`src/rtl/ord_responder.sv`:
```
// ord_responder: responder side of the ORD fetch/return handshake.
// Fetches (start2/ack2) are served from a free-running LFSR byte stream and
// returns (start3/ack3) are checked against a LIFO history of served bytes,
// so returns are expected in reverse order of service.
// Build option ORD_RESP_CHECK_EN: when defined, the history RAM is built and
// returned bytes are compared (err[0] live); when undefined, only occupancy
// is tracked, R is ignored and err[0] stays 0. Handshake timing is identical.

module ord_responder #(
    parameter int               WIDTH     = 8,
    parameter int               DEPTH     = 16,
    parameter logic [WIDTH-1:0] SEED      = WIDTH'(8'h01),
    parameter int               ACK_DELAY = 2
) (
    input  logic                         Clk,
    input  logic                         Rst,
    input  logic                         start2,
    output logic                         ack2,
    output logic [WIDTH-1:0]             B,
    input  logic                         start3,
    input  logic [WIDTH-1:0]             R,
    output logic                         ack3,
    output logic [$clog2(DEPTH+1)-1:0]   count,
    output logic                         done,
    output logic [2:0]                   err
);

    // ------------------------------------------------------------------
    // Derived constants
    // ------------------------------------------------------------------
    localparam int CW = $clog2(DEPTH + 1);
    localparam int DW = (ACK_DELAY > 1) ? $clog2(ACK_DELAY) : 1;

    localparam logic [DW-1:0] DLY_LOAD = DW'(ACK_DELAY - 1);
    localparam logic [CW-1:0] FULL_CNT = CW'(DEPTH);

    // Fibonacci feedback taps (bit i set = stage i feeds the XOR).
    // WIDTH=8 uses x^8+x^6+x^5+x^4+1; a few other common widths are provided.
    function automatic logic [WIDTH-1:0] lfsr_taps();
        logic [WIDTH-1:0] m;
        m = '0;
        case (WIDTH)
            4:       m = WIDTH'(4'b1100);
            8:       m = WIDTH'(8'b1011_1000);
            16:      m = WIDTH'(16'hB400);
            32:      m = WIDTH'(32'h8020_0003);
            default: m = WIDTH'(3) << (WIDTH - 2);
        endcase
        return m;
    endfunction

    localparam logic [WIDTH-1:0] TAPS = lfsr_taps();

    // ------------------------------------------------------------------
    // FSM
    // ------------------------------------------------------------------
    typedef enum logic [2:0] {
        IDLE  = 3'd0,
        WAIT2 = 3'd1,
        ACK2  = 3'd2,
        WAIT3 = 3'd3,
        ACK3  = 3'd4
    } state_t;

    state_t           r_state;
    state_t           w_state_nxt;
    logic [DW-1:0]    r_cnt;
    logic [DW-1:0]    w_cnt_nxt;

    // Strobes from the FSM to the datapath; all act on the clock edge that
    // ends the current cycle.
    logic             w_serve;      // edge that raises ack2
    logic             w_return;     // edge that raises ack3
    logic             w_latch_r;    // return request accepted in IDLE
    logic             w_proto_err;  // start seen where it cannot be accepted

    // Datapath registers
    logic             r_ack2;
    logic             r_ack3;
    logic [WIDTH-1:0] r_b;
    logic [WIDTH-1:0] r_lfsr;
    logic [CW-1:0]    r_count;
    logic             r_done;
    logic [2:0]       r_err;

    logic [WIDTH-1:0] w_lfsr_nxt;
    logic             w_full;
    logic             w_empty;
    logic             w_mismatch;

    // State and delay-counter register.
    always_ff @(posedge Clk) begin
        if (Rst) begin
            r_state <= IDLE;
            r_cnt   <= '0;
        end else begin
            r_state <= w_state_nxt;
            r_cnt   <= w_cnt_nxt;
        end
    end

    // Next-state logic and datapath strobes.
    // NOTE: every output of this block gets a default first, so no path can
    // leave a signal unassigned and infer a latch; blocking '=' is correct here.
    always_comb begin
        w_state_nxt = r_state;
        w_cnt_nxt   = r_cnt;
        w_serve     = 1'b0;
        w_return    = 1'b0;
        w_latch_r   = 1'b0;
        w_proto_err = 1'b0;

        case (r_state)
            IDLE: begin
                if (start2) begin
                    // Fetch wins a same-cycle collision; the return is dropped.
                    w_state_nxt = WAIT2;
                    w_cnt_nxt   = DLY_LOAD;
                    w_proto_err = start3;
                end else if (start3) begin
                    w_state_nxt = WAIT3;
                    w_cnt_nxt   = DLY_LOAD;
                    w_latch_r   = 1'b1;
                end
            end

            WAIT2: begin
                w_proto_err = start2 | start3;
                if (r_cnt == '0) begin
                    w_state_nxt = ACK2;
                    w_serve     = 1'b1;
                end else begin
                    w_cnt_nxt = r_cnt - DW'(1);
                end
            end

            WAIT3: begin
                w_proto_err = start2 | start3;
                if (r_cnt == '0) begin
                    w_state_nxt = ACK3;
                    w_return    = 1'b1;
                end else begin
                    w_cnt_nxt = r_cnt - DW'(1);
                end
            end

            ACK2, ACK3: begin
                // The ack cycle itself; a new start is only accepted in IDLE.
                w_proto_err = start2 | start3;
                w_state_nxt = IDLE;
            end

            default: begin
                w_state_nxt = IDLE;
            end
        endcase
    end

    // ------------------------------------------------------------------
    // Datapath
    // ------------------------------------------------------------------
    assign w_lfsr_nxt = {r_lfsr[WIDTH-2:0], ^(r_lfsr & TAPS)};
    assign w_full     = (r_count == FULL_CNT);
    assign w_empty    = (r_count == '0);

`ifdef ORD_RESP_CHECK_EN
    localparam int AW = (DEPTH > 1) ? $clog2(DEPTH) : 1;

    logic [WIDTH-1:0] r_mem [DEPTH];
    logic [WIDTH-1:0] r_ret;
    logic [WIDTH-1:0] w_top;

    // History write port: the served byte is pushed at the occupancy index.
    // NOTE: the history array and the latched return byte carry no reset;
    // occupancy alone decides which entries are valid.
    always_ff @(posedge Clk) begin
        if (w_serve && !w_full) begin
            r_mem[AW'(r_count)] <= r_lfsr;
        end
    end

    // Capture the returned byte when a return request is accepted.
    always_ff @(posedge Clk) begin
        if (w_latch_r) begin
            r_ret <= R;
        end
    end

    assign w_top      = r_mem[AW'(r_count - CW'(1))];
    assign w_mismatch = (w_top != r_ret);
`else
    logic w_unused_r;

    assign w_unused_r = ^R;
    assign w_mismatch = 1'b0;
`endif

    // Handshake outputs, served byte, occupancy, done and sticky error flags.
    always_ff @(posedge Clk) begin
        if (Rst) begin
            r_ack2  <= 1'b0;
            r_ack3  <= 1'b0;
            r_b     <= '0;
            r_lfsr  <= SEED;
            r_count <= '0;
            r_done  <= 1'b0;
            r_err   <= '0;
        end else begin
            r_ack2 <= w_serve;
            r_ack3 <= w_return;

            if (w_serve) begin
                r_b    <= r_lfsr;
                r_lfsr <= w_lfsr_nxt;
                r_done <= 1'b0;
                if (w_full) begin
                    r_err[1] <= 1'b1;
                end else begin
                    r_count <= r_count + CW'(1);
                end
            end

            if (w_return) begin
                if (w_empty) begin
                    r_err[1] <= 1'b1;
                end else begin
                    r_count <= r_count - CW'(1);
                    if (r_count == CW'(1)) begin
                        r_done <= 1'b1;
                    end
                    if (w_mismatch) begin
                        r_err[0] <= 1'b1;
                    end
                end
            end

            if (w_proto_err) begin
                r_err[2] <= 1'b1;
            end
        end
    end

    assign ack2  = r_ack2;
    assign ack3  = r_ack3;
    assign B     = r_b;
    assign count = r_count;
    assign done  = r_done;
    assign err   = r_err;

endmodule

```
`config.mk`:
```
export PLATFORM = sky130hd
export DESIGN_NAME = ord_responder
export DESIGN_NICKNAME = d
export VERILOG_FILES = /design/src/rtl/ord_responder.sv
export SDC_FILE = /design/constraint.sdc
export NUM_CORES = 1
export LEC_CHECK = 0
export BUFFER_PORTS_ARGS = -buffer_cell sky130_fd_sc_hd__buf_2
export CORE_MARGIN = 2
export CORE_UTILIZATION = 45
export DETAILED_ROUTE_END_ITERATION = 6
export PLACE_DENSITY = 0.69
export SLEW_MARGIN = 20
export SYNTH_ARGS = -nofsm -noshare
export SYNTH_HDL_FRONTEND = slang
export SYNTH_SLANG_ARGS = --single-unit
```
`constraint.sdc`:
```
create_clock -name Clk -period 2.2 [get_ports Clk]
set_input_delay 0.11 -clock Clk [delete_from_list [all_inputs] [get_ports Clk]]
set_output_delay 0.11 -clock Clk [all_outputs]
set_load 0.02 [all_outputs]
```
==> flow_metrics.py, run 1 <==
metrics = {
    "status": {
        "status": "complete, no violations",
    },
    "layout": {
        "nNetsFinal": 169,
        "antennaDiodeCount": 0,
        "mostFrequentLayoutCell": "dfxtp_1",
        "fill_cells": 256,
        "mostFrequentLayoutCells": "dfxtp_1, buf_2, nand2_1, nor2_1, a21oi_1",
        "layout-drive-gt1-share_pct": 23.7,
        "instances_no_fill": 182,
        "syn_to_final_growth_pct": 5.77,
    },
    "floorplan": {
        "dieArea_um2": 3180,
        "start_util_pct": 48.5,
        "fp-row-count": 18,
        "die_h_um": 56.4,
        "io_pins": 31,
        "fp.dieW_um": 56.4,
        "fp.coreArea_um2": 2540,
    },
    "clock_tree": {
        "path_clk_slew_ns": 0.12,
        "root_buffer": "clkbuf_4",
        "cts_made_buffers": 3,
        "h-tree-depth": 1,
        "clock_sinks": 23,
        "cts_tree": "yes",
        "cts_setup_buffers": 0,
        "clock_latency_ns": 0.30,
        "cts_hold_buf": 0,
        "cts_resized": 0,
        "clockBufferDepth": 2,
    },
    "synthesis": {
        "synth_cells": 143,
        "netlist_top_cells_area": "dfxtp_1, nand2_1, a21oi_1",
        "synth.top_cell.area_share_pct": 37.3,
        "ys_types": 43,
        "synth_area_per_cell_um2": 8.64,
        "yosys.area.top_type": "dfxtp_1",
        "synth_seq_cells": 23,
        "synth-warning-count": 0,
        "synthArstFlopShare_pct": 0,
        "ys_seq_area_share_pct": 37.3,
        "synthFlopType": "dfxtp_1",
        "synth_edf_count": 0,
        "syn_nets": 159,
        "synthesis.area_um2": 1230,
    },
    "timing": {
        "finalCritPeriodShare_pct": 91.9,
        "worst_pin_slew_ns": 0.496,
        "fin_crit_ns": 2.02,
        "timing.setup.tns_ns": 0,
        "rsz0062_at_grt": "false",
        "hold_viol": 0,
        "finalClockSkew_ns": 0.00283,
        "setup_violations": 0,
        "fmax_mhz": 494,
        "slew_viol_final": 0,
        "slew-limit-headroom_pct": 66.1,
    },
    "drt": {
        "via_per_inst": 5.44,
        "drcViolationCount": 0,
        "drt_wl_total_um": 2230,
        "dr.pass1.iters": 4,
        "antenna_left": 0,
        "via_count": 990,
        "wl_per_cell_um": 12.2,
        "drt_iter0_markers": 37,
    },
    "global_routing": {
        "grt_remaining_overflow": 0,
        "grt_first_pass_wirelength_um": 3830,
        "grt_max_degree": 27,
        "grt_pass1_vias": 859,
        "antenna_found_initial": 0,
        "grt_util_all_layers_pct": 14.5,
    },
    "placed_design": {
        "gp_congestion": 0.946,
        "hpwl_um": 1600,
        "io_buffers": 21,
        "place_inst": 178,
    },
    "setup_path": {
        "end_kind": "register",
        "slowest_stage": "or3b_1",
        "worstSetupPathType": "reg2reg",
        "cp_cell_sequence": "inv_1 > ha_1 > or3b_1 > o21bai_1 > mux2_2 > a21oi_1",
        "cp_data_required_time_ns": 2.44,
        "critPathMaxStageDelay_ns": 0.42,
        "crit_family": "simple AND/OR/NAND/NOR gates",
        "r2r_setup_slack_ns": 0.18,
        "arrival_ns": 2.27,
        "crit_path_start_kind": "register",
        "worst-path-buf-inv": 1,
        "cp_max_fo": 7,
    },
    "power_and_ir_drop": {
        "peakVddDrop_mv": 0.365,
        "cellLeakagePower_uw": 0.000545,
        "power_density_nw_per_um2": 643,
    },
    "hold_path": {
        "worstHoldPathType": "in2reg",
    },
    "flow_run": {
        "cap_violations": 0,
    },
}
-- power by group --
part	leakage, uW	switching (uW)	internal (uW)
logic	0.000340	100	77.4
registers	0.000187	35.2	439
clock network	0.0000177	121	67.7
-- worst paths after layout --
path	start	cells past startpoint	to
worst max register to register	count[0]$_SDFF_PP0_	6	count[1]$_SDFF_PP0_
worst max-delay path	count[0]$_SDFF_PP0_	6	count[1]$_SDFF_PP0_
worst min-delay path	start2	4	err[2]$_SDFFE_PP0P_
worst min register to register	r_lfsr[0]$_SDFFE_PP1P_	2	B[0]$_SDFFE_PP0P_
-- area by class of cell --
class                           instances  area [um^2]  area share (%)
Multi-Input combinational cell         97          638            48.9
Tap cell                               30         37.5            2.87
Timing Repair Buffer                   24          128            9.77
Inverter                                4         15.0            1.15
Clock buffer                            3         22.5            1.72
Sequential cell                        23          460            35.2
Clock inverter                          1         5.00           0.383
-- cell families after synthesis --
kind of cell	synth area share [%]
xor+xnor	3.55
mux	1.82
fa+ha+maj	4.05
other cells	0.304
flops	37.3
compound gates	17.0
simple gates	24.9
buf+inv	11.0
-- synthesized netlist by cell type, types with 2 or more instances --
cell type	n
nor3_1	4
o22ai_1	2
ha_1	4
mux2_2	2
nand3_1	2
xnor2_1	5
clkbuf_1	5
o21ai_0	4
a211o_1	2
a31oi_1	2
nor2_1	15
buf_2	4
buf_6	2
inv_1	4
nand2_1	18
buf_4	8
a21oi_1	12
dfxtp_1	23
-- registers in the layout, summed over array words and instances (netlist names) --
signal	flops
B	8
ack2	1
ack3	1
count	5
done	1
err	2
r_cnt	1
r_lfsr	1
r_state	3
-- worst min-delay path: stages --
cell and delay (ns):
buf_2 0.09, or2_2 0.12, a31oi_1 0.07, nor2_1 0.07
-- metal layers --
metal	share of wire (%)	track usage [%]
met1	49	20.3
met2	47	23.2
met3	4.8	2.76
met4	0	3.06
met5	0	0
-- metrics by stage --
stage	util [%]	instance area [um^2]	worst slack (ns)	hold slack [ns]	power (uW)
3_3_place_gp	50.2	1280	0.236	0.443	654
2_1_floorplan	-	1230	0.333	0.376	626
4_1_cts	51.3	1310	0.203	0.179	853
6_report	51.3	1310	0.178	0.188	840
3_5_place_dp	50.2	1280	0.239	0.445	660
5_1_grt	51.3	1310	0.0476	0.214	895
Power figures use the tool's default switching activity.
==> inputs of run 2 (changes only) <==
- PLACE_DENSITY: 0.69 -> 0.75
- SLEW_MARGIN: 20 -> not set
==> run 2 against run 1 <==
  * Total power increased by 1.2%
  * Wire length increased by 4.4%
  * Final area barely moved
  * Global-route usage up 1.1 points
  * Hold slack worse by 0.0090 ns
  * Fmax is 2.1% lower
  * Clock power is 4% higher
  * Flip-flop and latch count unchanged
  * First-iteration DRC count up 24%
  * Core utilization barely moved
  * Largest cell class unchanged
  * Largest power group unchanged
  * Highest routed layer unchanged
==> flow_metrics.py, run 2 (same netlist as run 1, synthesis figures left out) <==
metrics = {
    "drt": {
        "via_count": 1022,
        "antenna_left": 0,
        "via_per_inst": 5.62,
        "wl_per_cell_um": 12.8,
        "drcViolationCount": 0,
        "dr.pass1.iters": 4,
        "drt_iter0_markers": 46,
        "drt_wl_total_um": 2330,
    },
    "floorplan": {
        "start_util_pct": 48.5,
        "fp-row-count": 18,
        "die_h_um": 56.4,
        "fp.dieW_um": 56.4,
        "dieArea_um2": 3180,
        "io_pins": 31,
        "fp.coreArea_um2": 2540,
    },
    "timing": {
        "finalClockSkew_ns": 0.00467,
        "hold_viol": 0,
        "fin_crit_ns": 2.07,
        "rsz0062_at_grt": "false",
        "finalCritPeriodShare_pct": 93.9,
        "setup_violations": 0,
        "timing.setup.tns_ns": 0,
        "slew_viol_final": 0,
        "fmax_mhz": 484,
    },
    "clock_tree": {
        "cts_made_buffers": 3,
        "cts_hold_buf": 0,
        "cts_tree": "yes",
        "root_buffer": "clkbuf_4",
        "clockBufferDepth": 2,
        "cts_setup_buffers": 0,
        "cts_resized": 0,
        "clock_latency_ns": 0.31,
        "clock_sinks": 23,
        "h-tree-depth": 1,
        "path_clk_slew_ns": 0.13,
    },
    "power_and_ir_drop": {
        "power_density_nw_per_um2": 652,
        "seq_power_share_pct": 55.7,
        "cellInternalPower_uw": 587,
        "peakVddDrop_mv": 0.598,
        "power_switching_uw": 263,
        "switching_share_pct": 30.9,
        "cellLeakagePower_uw": 0.000542,
        "comb_power_share_pct": 21.2,
        "p_clk_share_pct": 23.1,
    },
    "flow_run": {
        "cap_violations": 0,
    },
    "setup_path": {
        "cp_data_required_time_ns": 2.45,
        "worstSetupPathType": "reg2reg",
        "reg2reg_depth": 6,
        "crit_path_start_kind": "register",
        "worstReg2RegStart": "count[0]$_SDFF_PP0_",
        "reg2reg_to": "count[1]$_SDFF_PP0_",
        "cp_max_fo": 7,
        "end_kind": "register",
        "r2r_setup_slack_ns": 0.13,
        "arrival_ns": 2.32,
    },
    "hold_path": {
        "worstHoldStart": "start2",
        "hold_path_end": "err[2]$_SDFFE_PP0P_",
        "worstHoldPathType": "in2reg",
        "min_path_cells": 4,
    },
    "global_routing": {
        "grt_remaining_overflow": 0,
        "grt_util_all_layers_pct": 15.6,
        "grt_max_degree": 27,
        "grt_pass1_vias": 934,
        "grt_first_pass_wirelength_um": 4040,
        "antenna_found_initial": 0,
    },
    "layout": {
        "largest_register_ffs": 8,
        "layout-drive-gt1-share_pct": 23.0,
        "mostFrequentLayoutCells": "dfxtp_1, buf_2, nand2_1, nor2_1, a21oi_1",
        "syn_to_final_growth_pct": 5.67,
        "nNetsFinal": 169,
        "mostFrequentLayoutCell": "dfxtp_1",
        "antennaDiodeCount": 0,
        "utilization_pct": 51.3,
    },
    "placed_design": {
        "hpwl_um": 1660,
        "gp_congestion": 0.831,
        "io_buffers": 21,
    },
    "status": {
        "status": "complete, no violations",
    },
}
[run 2: cell types whose count changed in the layout (fill, tap and decap cells not counted)]
cell      before  now
clkbuf_1       0    1
clkinv_2       1    0
[run 2: how the worst max path moves through the flow]
stage	from	to	slack, ns	depth (start not counted)
after floorplan	count[0]$_SDFF_PP0_	count[1]$_SDFF_PP0_	0.33	6
after CTS	count[0]$_SDFF_PP0_	count[1]$_SDFF_PP0_	0.15	6
after detailed placement	count[0]$_SDFF_PP0_	count[1]$_SDFF_PP0_	0.18	6
final	count[0]$_SDFF_PP0_	count[1]$_SDFF_PP0_	0.13	6
after global placement	count[0]$_SDFF_PP0_	count[1]$_SDFF_PP0_	0.28	6
after global routing	count[0]$_SDFF_PP0_	count[1]$_SDFF_PP0_	0.02	6
[run 2: power by group through the flow]
stage                     logic, uW  registers (uW)  clock network [uW]
after floorplan                 151             475                   0
after global placement          172             481                   0
after detailed placement        180             483                   0
after CTS                       181             473                 205
after global routing            199             480                 225
final                           180             474                 196
[run 2: through the flow]
| step | worst slack, ns | total power [uW] | area, um^2 | hold slack [ns] | cells |
|---|---|---|---|---|---|
| floorplan | 0.333 | 626 | 1230 | 0.376 | 143 |
| global placement | 0.279 | 654 | 1280 | 0.440 | 178 |
| detailed placement | 0.179 | 663 | 1280 | 0.449 | 178 |
| CTS | 0.149 | 859 | 1310 | 0.174 | 182 |
| global route | 0.0160 | 904 | 1310 | 0.185 | 182 |
| finish | 0.134 | 850 | 1310 | 0.179 | 182 |
[run 2: layout make-up]
type,instances,area (um^2)
fillers,248,1240
multi-input cells,97,638
flip-flops and latches,23,460
repair buffers,24,128
well taps,30,37.5
clock buffers,4,26.3
inverters,4,15.0
[run 2: routing by layer]
| layer | routed length, um | GRT usage [%] | vias up |
|---|---|---|---|
| met5 | 0 | 0 | - |
| met4 | 0 | 2.72 | 0 |
| met3 | 114 | 5.07 | 0 |
| met2 | 1120 | 27.2 | 26 |
| met1 | 1090 | 18.9 | 487 |
| li1 | - | - | 509 |
[run 2: worst max-delay path, stage by stage, from the launching register on]
cell	delay, ns
dfxtp_1	0.41
inv_1	0.14
ha_1	0.23
or3b_1	0.43
o21bai_1	0.29
mux2_2	0.38
a21oi_1	0.13
==> inputs of run 3 (changes only) <==
- CORE_ASPECT_RATIO: not set -> 0.6
- CORE_MARGIN: 2 -> not set
- CORE_UTILIZATION: 45 -> 30
- PLACE_DENSITY: 0.75 -> 0.56
==> run 3 against run 2 <==
  * The run now ends with design-rule violations left
  * Clock-buffer cell count did not move
  * Flip-flop and latch count did not move
  * First-iteration DRC count rose by 41%
  * Fmax rose by 5.1%
  * Non-clock buffer count rose by 2
  * Critical path type unchanged
  * Critical endpoint unchanged
==> flow_metrics.py, run 3 (same netlist as run 1, synthesis figures left out) <==
metrics = {
    "placed_design": {
        "hpwl_um": 2020,
        "place_inst": 197,
        "io_buffers": 21,
        "gp_congestion": 0.936,
        "pre_cts_slack_ns": 0.169,
    },
    "drt": {
        "wl_per_cell_um": 13.8,
        "via_count": 1035,
        "via_per_inst": 5.15,
        "drt_wl_total_um": 2780,
        "drt_iter0_markers": 65,
        "drcViolationCount": 3,
        "dr.pass1.iters": 7,
        "antenna_left": 0,
    },
    "timing": {
        "slew-limit-headroom_pct": 61.4,
        "worst_pin_slew_ns": 0.564,
        "hold_viol": 0,
        "slew_viol_final": 0,
        "worst_slack_ns": 0.234,
        "rsz0062_at_grt": "false",
        "finalCritPeriodShare_pct": 89.4,
        "fmax_mhz": 509,
        "hold_slack_ns": 0.245,
        "fin_crit_ns": 1.97,
        "timing.setup.tns_ns": 0,
        "setup_violations": 0,
        "finalClockSkew_ns": 0.00310,
    },
    "setup_path": {
        "end_kind": "register",
        "crit_path_start_kind": "register",
        "cp-endpoint": "count[1]$_SDFF_PP0_",
        "reg2reg_depth": 6,
        "r2r_setup_slack_ns": 0.23,
        "worstSetupPathType": "reg2reg",
        "worstReg2RegStart": "count[1]$_SDFF_PP0_",
        "cp_max_fo": 7,
        "cp_data_required_time_ns": 2.40,
        "reg2reg_to": "count[1]$_SDFF_PP0_",
        "cp-startpoint": "count[1]$_SDFF_PP0_",
        "arrival_ns": 2.16,
    },
    "power_and_ir_drop": {
        "power_switching_uw": 281,
        "seq_power_share_pct": 50.7,
        "cellLeakagePower_uw": 0.000551,
        "power_density_nw_per_um2": 683,
        "p_clk_share_pct": 28.4,
        "comb_power_share_pct": 20.9,
        "switching_share_pct": 30.2,
        "cellInternalPower_uw": 650,
        "p_total_uw": 931,
        "peakVddDrop_mv": 0.229,
    },
    "floorplan": {
        "fp.dieW_um": 84.8,
        "fp-row-count": 17,
        "start_util_pct": 32.4,
        "io_pins": 31,
        "die_h_um": 51.7,
        "dieArea_um2": 4390,
        "fp.coreArea_um2": 3810,
    },
    "global_routing": {
        "grt_max_degree": 27,
        "grt_pass1_vias": 889,
        "grt_util_all_layers_pct": 13.5,
        "grt_remaining_overflow": 0,
        "antenna_found_initial": 0,
        "grt_first_pass_wirelength_um": 4430,
    },
    "clock_tree": {
        "h-tree-depth": 1,
        "cts_tree": "yes",
        "cts_made_buffers": 3,
        "cts_setup_buffers": 0,
        "cts_resized": 0,
        "clock_sinks": 23,
        "path_clk_slew_ns": 0.08,
        "cts_hold_buf": 0,
        "clock_latency_ns": 0.26,
        "clockBufferDepth": 2,
        "root_buffer": "clkbuf_8",
    },
    "status": {
        "violations": "design-rule violations",
        "status": "complete, but fails checks",
    },
    "layout": {
        "mostFrequentLayoutCell": "dfxtp_1",
        "instances_no_fill": 201,
        "nNetsFinal": 171,
        "antennaDiodeCount": 0,
        "mostFrequentLayoutCells": "dfxtp_1, buf_2, nand2_1, nor2_1, a21oi_1",
        "largest_register_ffs": 8,
        "syn_to_final_growth_pct": 10.4,
        "layout-drive-gt1-share_pct": 24.7,
    },
    "flow_run": {
        "cap_violations": 0,
    },
    "hold_path": {
        "worstHoldPathType": "in2reg",
    },
}
==> run 3: cell types whose count changed in the layout (fill, tap and decap cells not counted), sizes merged <==
cell  delta
buf      +2
==> run 3: metal layers <==
layer  global-route usage, %  routed length, um  vias to the layer above
li1                        -                  -                      507
met1                    18.8               1400                      479
met2                    19.9               1150                       38
met3                    3.81                193                       11
met4                    4.52                 37                        0
met5                       0                  0                        -
==> run 3: layout make-up <==
cell class	instances	area, um^2
Fill cell	408	2440
Inverter	4	15.0
Multi-Input combinational cell	97	642
Sequential cell	23	460
Timing Repair Buffer	26	143
Clock buffer	4	45.0
Tap cell	47	58.8
==> run 3: how the worst min path moves through the flow <==
stage                      startpoint                       to  slack (ns)  depth (start not counted)
floorplan                      start2      err[2]$_SDFFE_PP0P_        0.38                          3
global placement    B[7]$_SDFFE_PP0P_        B[7]$_SDFFE_PP0P_        0.44                          2
detailed placement  B[7]$_SDFFE_PP0P_        B[7]$_SDFFE_PP0P_        0.45                          2
CTS                            start2      err[2]$_SDFFE_PP0P_        0.23                          4
global route                      Rst  r_state[2]$_SDFFE_PP0P_        0.29                          2
finish                         start2      err[2]$_SDFFE_PP0P_        0.24                          4
==> run 3: worst max-delay path: stages, from the launching register on <==
cell and delay (ns):
dfxtp_1 0.37, inv_1 0.12, ha_1 0.23, or3b_1 0.43, o21bai_2 0.25, mux2_2 0.37, a21oi_1 0.13
==> run 3: per-stage QoR <==
step / util (%) / area (um^2)
after floorplan: - / 1230
after global placement: 34.5 / 1320
after detailed placement: 34.5 / 1320
after CTS: 35.7 / 1360
after global routing: 35.8 / 1360
final: 35.8 / 1360
==> run 3: power by group through the flow <==
stage | Sequential [uW] | Clock [uW] | Combinational [uW]
after floorplan | 475 | 0 | 151
after global placement | 478 | 0 | 186
after detailed placement | 482 | 0 | 193
after CTS | 472 | 277 | 194
after global routing | 478 | 292 | 214
final | 473 | 264 | 195
